### src/rtl/fb_pkg.sv
// fb_pkg: framebuffer geometry, coordinate/error types and line drawer states
// shared by the line drawer and its Bresenham step.
package fb_pkg;
    localparam int H_DIM = 800;
    localparam int V_DIM = 600;
    typedef logic [10:0]        xcoord_t;
    typedef logic [9:0]         ycoord_t;
    typedef logic signed [11:0] delta_t;
    typedef logic signed [12:0] err_t;
    typedef enum logic [2:0] {IDLE, INIT, DRAW, CLEAR, FIN} ld_state_t;
endpackage

### src/rtl/line_step.sv
// line_step: one combinational Bresenham step from the current point and error;
// both axis updates use the same doubled error and apply together.
module line_step
    import fb_pkg::*;
(
    input  err_t    err,
    input  delta_t  dx,
    input  delta_t  dy,
    input  logic    sx_neg,
    input  logic    sy_neg,
    input  xcoord_t cx,
    input  ycoord_t cy,
    output err_t    err_nxt,
    output xcoord_t cx_nxt,
    output ycoord_t cy_nxt
);
    logic signed [13:0] e2;
    logic               step_x;
    logic               step_y;
    always_comb begin
        e2      = {err, 1'b0};
        step_x  = e2 >= $signed({{2{dy[11]}}, dy});
        step_y  = e2 <= $signed({{2{dx[11]}}, dx});
        err_nxt = err + (step_x ? $signed({dy[11], dy}) : 13'sd0)
                      + (step_y ? $signed({dx[11], dx}) : 13'sd0);
        cx_nxt  = step_x ? (sx_neg ? cx - 11'd1 : cx + 11'd1) : cx;
        cy_nxt  = step_y ? (sy_neg ? cy - 10'd1 : cy + 10'd1) : cy;
    end
endmodule

### src/rtl/line_drawer.sv
// line_drawer: command-driven pixel generator (Bresenham line or full-screen clear)
// issuing one registered framebuffer write per enabled cycle.
module line_drawer
    import fb_pkg::*;
#(
    parameter int h_dim = H_DIM,
    parameter int v_dim = V_DIM
) (
    input  logic        clk,
    input  logic        rst,
    input  logic        start_line,
    input  logic        start_clear,
    input  logic [10:0] x0,
    input  logic [9:0]  y0,
    input  logic [10:0] x1,
    input  logic [9:0]  y1,
    input  logic        color,
    input  logic        draw_en,
    output logic [10:0] x,
    output logic [9:0]  y,
    output logic        pixel_color,
    output logic        pixel_write,
    output logic        busy,
    output logic        done
);
    localparam xcoord_t X_LAST = xcoord_t'(h_dim - 1);
    localparam ycoord_t Y_LAST = ycoord_t'(v_dim - 1);

    ld_state_t state_q, state_d;
    xcoord_t   cx_q, cx_d, ex_q, ex_d, x_q, x_d, cx_step, adx;
    ycoord_t   cy_q, cy_d, ey_q, ey_d, y_q, y_d, cy_step, ady;
    delta_t    dx_q, dx_d, dy_q, dy_d;
    err_t      err_q, err_d, err_step;
    logic      sx_neg_q, sx_neg_d, sy_neg_q, sy_neg_d, color_q, color_d;
    logic      pc_q, pc_d, pw_q, pw_d, busy_q, busy_d, done_q, done_d;
    logic      at_end, in_range;

    assign adx      = ex_q >= cx_q ? ex_q - cx_q : cx_q - ex_q;
    assign ady      = ey_q >= cy_q ? ey_q - cy_q : cy_q - ey_q;
    assign at_end   = cx_q == ex_q && cy_q == ey_q;
    assign in_range = cx_q <= X_LAST && cy_q <= Y_LAST;

    line_step u_step (
        .err    (err_q),
        .dx     (dx_q),
        .dy     (dy_q),
        .sx_neg (sx_neg_q),
        .sy_neg (sy_neg_q),
        .cx     (cx_q),
        .cy     (cy_q),
        .err_nxt(err_step),
        .cx_nxt (cx_step),
        .cy_nxt (cy_step)
    );

    always_comb begin
        state_d  = state_q;
        cx_d     = cx_q;
        cy_d     = cy_q;
        ex_d     = ex_q;
        ey_d     = ey_q;
        dx_d     = dx_q;
        dy_d     = dy_q;
        err_d    = err_q;
        sx_neg_d = sx_neg_q;
        sy_neg_d = sy_neg_q;
        color_d  = color_q;
        x_d      = x_q;
        y_d      = y_q;
        pc_d     = pc_q;
        pw_d     = 1'b0;
        busy_d   = busy_q;
        done_d   = 1'b0;
        case (state_q)
            IDLE: begin
                if (start_clear) begin
                    color_d = color;
                    cx_d    = '0;
                    cy_d    = '0;
                    busy_d  = 1'b1;
                    state_d = CLEAR;
                end else if (start_line) begin
                    color_d = color;
                    cx_d    = x0;
                    cy_d    = y0;
                    ex_d    = x1;
                    ey_d    = y1;
                    busy_d  = 1'b1;
                    state_d = INIT;
                end
            end
            INIT: begin
                dx_d     = {1'b0, adx};
                dy_d     = 12'd0 - {2'b0, ady};
                err_d    = {dx_d[11], dx_d} + {dy_d[11], dy_d};
                sx_neg_d = !(cx_q < ex_q);
                sy_neg_d = !(cy_q < ey_q);
                state_d  = DRAW;
            end
            DRAW: begin
                if (draw_en) begin
                    x_d  = cx_q;
                    y_d  = cy_q;
                    pc_d = color_q;
                    // off-screen points still consume a step so the walk stays exact
                    pw_d = in_range;
                    if (at_end) begin
                        state_d = FIN;
                    end else begin
                        cx_d  = cx_step;
                        cy_d  = cy_step;
                        err_d = err_step;
                    end
                end
            end
            CLEAR: begin
                if (draw_en) begin
                    x_d  = cx_q;
                    y_d  = cy_q;
                    pc_d = color_q;
                    pw_d = 1'b1;
                    cx_d = cx_q == X_LAST ? '0 : cx_q + 11'd1;
                    cy_d = cx_q == X_LAST ? cy_q + 10'd1 : cy_q;
                    if (cx_q == X_LAST && cy_q == Y_LAST) state_d = FIN;
                end
            end
            FIN: begin
                done_d  = 1'b1;
                busy_d  = 1'b0;
                state_d = IDLE;
            end
            default: state_d = IDLE;
        endcase
    end

    always_ff @(posedge clk or negedge rst) begin
        if (!rst) begin
            state_q  <= IDLE;
            cx_q     <= '0;
            cy_q     <= '0;
            ex_q     <= '0;
            ey_q     <= '0;
            dx_q     <= '0;
            dy_q     <= '0;
            err_q    <= '0;
            sx_neg_q <= 1'b0;
            sy_neg_q <= 1'b0;
            color_q  <= 1'b0;
            x_q      <= '0;
            y_q      <= '0;
            pc_q     <= 1'b0;
            pw_q     <= 1'b0;
            busy_q   <= 1'b0;
            done_q   <= 1'b0;
        end else begin
            state_q  <= state_d;
            cx_q     <= cx_d;
            cy_q     <= cy_d;
            ex_q     <= ex_d;
            ey_q     <= ey_d;
            dx_q     <= dx_d;
            dy_q     <= dy_d;
            err_q    <= err_d;
            sx_neg_q <= sx_neg_d;
            sy_neg_q <= sy_neg_d;
            color_q  <= color_d;
            x_q      <= x_d;
            y_q      <= y_d;
            pc_q     <= pc_d;
            pw_q     <= pw_d;
            busy_q   <= busy_d;
            done_q   <= done_d;
        end
    end

    assign x           = x_q;
    assign y           = y_q;
    assign pixel_color = pc_q;
    assign pixel_write = pw_q;
    assign busy        = busy_q;
    assign done        = done_q;
endmodule
### config.mk
export PLATFORM = sky130hd
export DESIGN_NAME = line_drawer
export DESIGN_NICKNAME = d
export VERILOG_FILES = /design/src/rtl/fb_pkg.sv /design/src/rtl/line_step.sv /design/src/rtl/line_drawer.sv
export SDC_FILE = /design/constraint.sdc
export NUM_CORES = 1
export LEC_CHECK = 0
export ABC_AREA = 1
export BUFFER_PORTS_ARGS = -buffer_cell sky130_fd_sc_hd__buf_2
export CORE_MARGIN = 4
export CORE_UTILIZATION = 60
export DETAILED_ROUTE_END_ITERATION = 10
export PLACE_DENSITY_LB_ADDON = 0.08
export SETUP_SLACK_MARGIN = 0.15
export SLEW_MARGIN = 20
export SYNTH_ARGS = -nofsm -noshare
export SYNTH_HDL_FRONTEND = slang
export SYNTH_SLANG_ARGS = --single-unit
### constraint.sdc
create_clock -name clk -period 5.9 [get_ports clk]
set_input_delay 1.18 -clock clk [delete_from_list [all_inputs] [get_ports clk]]
set_output_delay 1.18 -clock clk [all_outputs]
set_load 0.05 [all_outputs]
==> results.txt <==
Largest family of logic cells by synthesized area = simple AND/OR/NAND/NOR gates
CP max stage cell = fa_1
Register bit total from synthesis = 108
Routed Antenna Nets = 0
DR DRC count = 0
Layout Cell Area excl Fill = 10700 um^2
Cell area after synthesis = 9840 um^2
Max_cap viols = 0
Vias in the first global route = 8967
Initial DRC count = 722
RSZ-0062 raised after global routing = no
Clock slew at reported path FFs = 0.08 ns
Final setup skew = 0.0126 ns
Setup TNS = 0 ns
Power Dens Cells = 231 nW/um^2
Number of setup violations in the final report = 0
Worst Path Arrival = 5.24 ns
Post-synthesis async set-or-reset flop share = 1.00
Fill cells = 1494
Post-synthesis sequential area ratio = 0.275
Layout cells sized above 1 = 0.119
Die Ht = 136 um
Die Wd = 136 um
Antenna violations before repair = 1
Core footprint = 16000 um^2
Area grow syn2layout = 8.68%
Final core utilization = 0.669
CTS H-tree lvls = 3
Top delay family on crit path = adder cells
Worst Tran Pin Value = 0.907 ns
Max Clk Rate = 0.202 GHz
First-pass GRT wire length = 45100 um
Routed WL per cell = 16.8 um
Fin. max-slew vios = 0
Routed vias/inst = 5.67
Routability cong. = 0.945
Min Tclk post-route = 4.94 ns
Worst EP required = 6.20 ns
Starting density of the core = 0.615
Status = finished, final reports clean
Worst-path maximum fanout = 9
Detail Placement HPWL = 21900 um
Router iterations before antenna repair = 7
Number of buffers created by CTS = 9
Post-Syn Nets = 1517
Die Area = 18500 um^2
Final Cycle Share = 0.837
Final wirelength = 27600 um
Total Power = 2.47 mW
Peak supply drop = 223 uV
Crit start category = flip-flop
Post-DP Area = 10400 um^2
Min-delay worst type = flip-flop to flip-flop
CTS tree = done
Adder-cell area share of the yosys netlist = 0.152
Input/output buffers = 72
Clk_lat worst skew = 0.36 ns
Slew margin rel. = 0.396
Largest net degree at the start of global routing = 71
Top_reg_cell synth = dfrtp_1
Grt ovf = 0
Leakage = 5.52 nW
Post-Synth XOR/XNOR Area = 0.0472
Cells after synthesis = 1360
Synth warn = 0
Io pins = 73
Synth Area in Compound Gates = 0.168
Clock Tree Root = clkbuf_16
Sink Count = 108
EDFF count, synth = 0
Fin. Hold Viols = 0
Syn Area/Cell = 7.24 um^2
CP endpoint kind = flip-flop
Final net count = 1575
Ant diodes = 0
Number of core rows = 46
Worst setup path class = flip-flop to flip-flop
Vias = 9290
Proportion of synthesized area in mux cells = 0
Unique masters post-synth = 61
Post-CTS Hold Fix Bufs = 0
Max incr delay on CP = 0.51 ns
Postcts setup bufs = 0
Combined buffer and inverter count along the critical path = 5
Simple-gate share of the synthesized area = 0.266
Global Route Usage Sum = 0.307
CTS Buffer Depth = 2
Post-CTS sizing = 0
## layout by cell type (no fill, tap or decap), types with 4 or more instances in the layout
master	count
nand3_1	59
o211ai_1	14
dfrtp_1	108
buf_4	8
nand2_2	21
o221ai_1	7
nor2_2	5
a21oi_1	103
o21a_1	4
nand2_1	278
ha_1	92
clkbuf_16	9
nand3b_1	4
nand2_4	7
nand3_2	9
nand4_1	14
o21bai_1	5
nand3_4	5
buf_2	71
o21ai_0	103
clkinv_1	7
inv_1	186
nor2_1	128
fa_1	17
a31oi_1	9
xor2_1	48
o21ai_1	12
xnor2_1	5
nor3_1	14
inv_2	13
nor4_1	5
## where the power goes
group | internal [mW] | switching (mW)
clock | 0.339 | 0.308
sequential | 0.779 | 0.0497
combinational | 0.333 | 0.661
## per-layer routing
layer / track usage / routed length [um] / vias to the layer above
met1: 0.433 / 12700 / 4344
met4: 0.108 / 836 / 2
li1: - / - / 4575
met2: 0.486 / 12500 / 313
met3: 0.0389 / 1600 / 56
met5: 0 / 11 / -
## kinds of logic after synthesis
group	count (synthesis)
compound gates	289
xor+xnor	53
fa+ha+maj	109
buf+inv	238
flops	108
simple gates	563
## Yosys cell counts, types with 3 or more instances
cell type	n	area, um^2
o2111ai_1	3	26.3
nand2_4	7	78.8
a22oi_1	3	22.5
o21bai_1	5	37.5
o311ai_0	3	26.3
nor2_8	3	60.1
clkbuf_1	24	90.1
nor4_1	5	31.3
ha_1	92	1150
inv_1	186	698
a31oi_1	9	56.3
a211oi_1	3	22.5
a21oi_2	3	26.3
fa_1	17	340
nor3_1	14	70.1
nor2_2	4	25.0
xor2_1	48	420
o211ai_1	14	105
nand3_2	9	90.1
o21ai_0	103	515
nand3b_1	4	30.0
xnor2_1	5	43.8
a21oi_1	103	515
o22ai_1	3	18.8
dfrtp_1	108	2700
nand3_1	59	295
inv_2	13	48.8
o221ai_1	7	61.3
nand3_4	5	87.6
buf_4	3	22.5
nand4_1	14	87.6
nand2_2	21	131
nor2_1	129	484
o21ai_1	12	60.1
clkinv_1	7	26.3
o21a_1	4	30.0
nand2_1	278	1040
## sequential cells by signal, indices dropped and copies added, names as in the netlist, 10 cells and up
name	flops
x	11
dy_q	11
ex_q	11
dx_q	11
err_q	13
y	10
cy_q	10
ey_q	10
cx_q	11
## worst min-delay path, delay by kind of cell (launching register included)
kind | cells | cell delay, ns
AND/OR/NAND/NOR | 1 | 0.05
AO/OA/AOI/OAI | 1 | 0.06
flip-flops | 1 | 0.34
## metrics by stage
stage	hold WS, ns	std cells	setup slack, ns
CTS	0.491	1639	0.976
finish	0.481	1639	0.959
detailed placement	0.471	1623	1.00
global placement	0.463	1623	1.09
floorplan	0.441	1360	1.72
global route	0.504	1639	0.557
## path summary, 6_finish.rpt
check | slack (ns) | cells past startpoint | end | startpoint
worst max-delay path | 0.96 | 28 | err_q[11] | dx_q[3]
worst min-delay path | 0.48 | 2 | x[9] | x[9]
worst max register to register | 0.96 | 28 | err_q[11] | dx_q[3]
worst min register to register | 0.48 | 2 | x[9] | x[9]
max in group asynchronous | 3.92 | 2 | err_q[8] | rst
min in group asynchronous | 0.92 | 1 | ey_q[2] | rst
## area by class of cell
class | instances | area (um^2) | area share
well taps | 216 | 270 | 0.0253
repair buffers | 79 | 415 | 0.0388
inverters | 206 | 773 | 0.0723
flip-flops and latches | 108 | 2700 | 0.253
multi-input cells | 1014 | 6230 | 0.582
clock inverters | 6 | 81.3 | 0.00760
clock buffers | 10 | 229 | 0.0214
(Power assumes the default switching activity.)
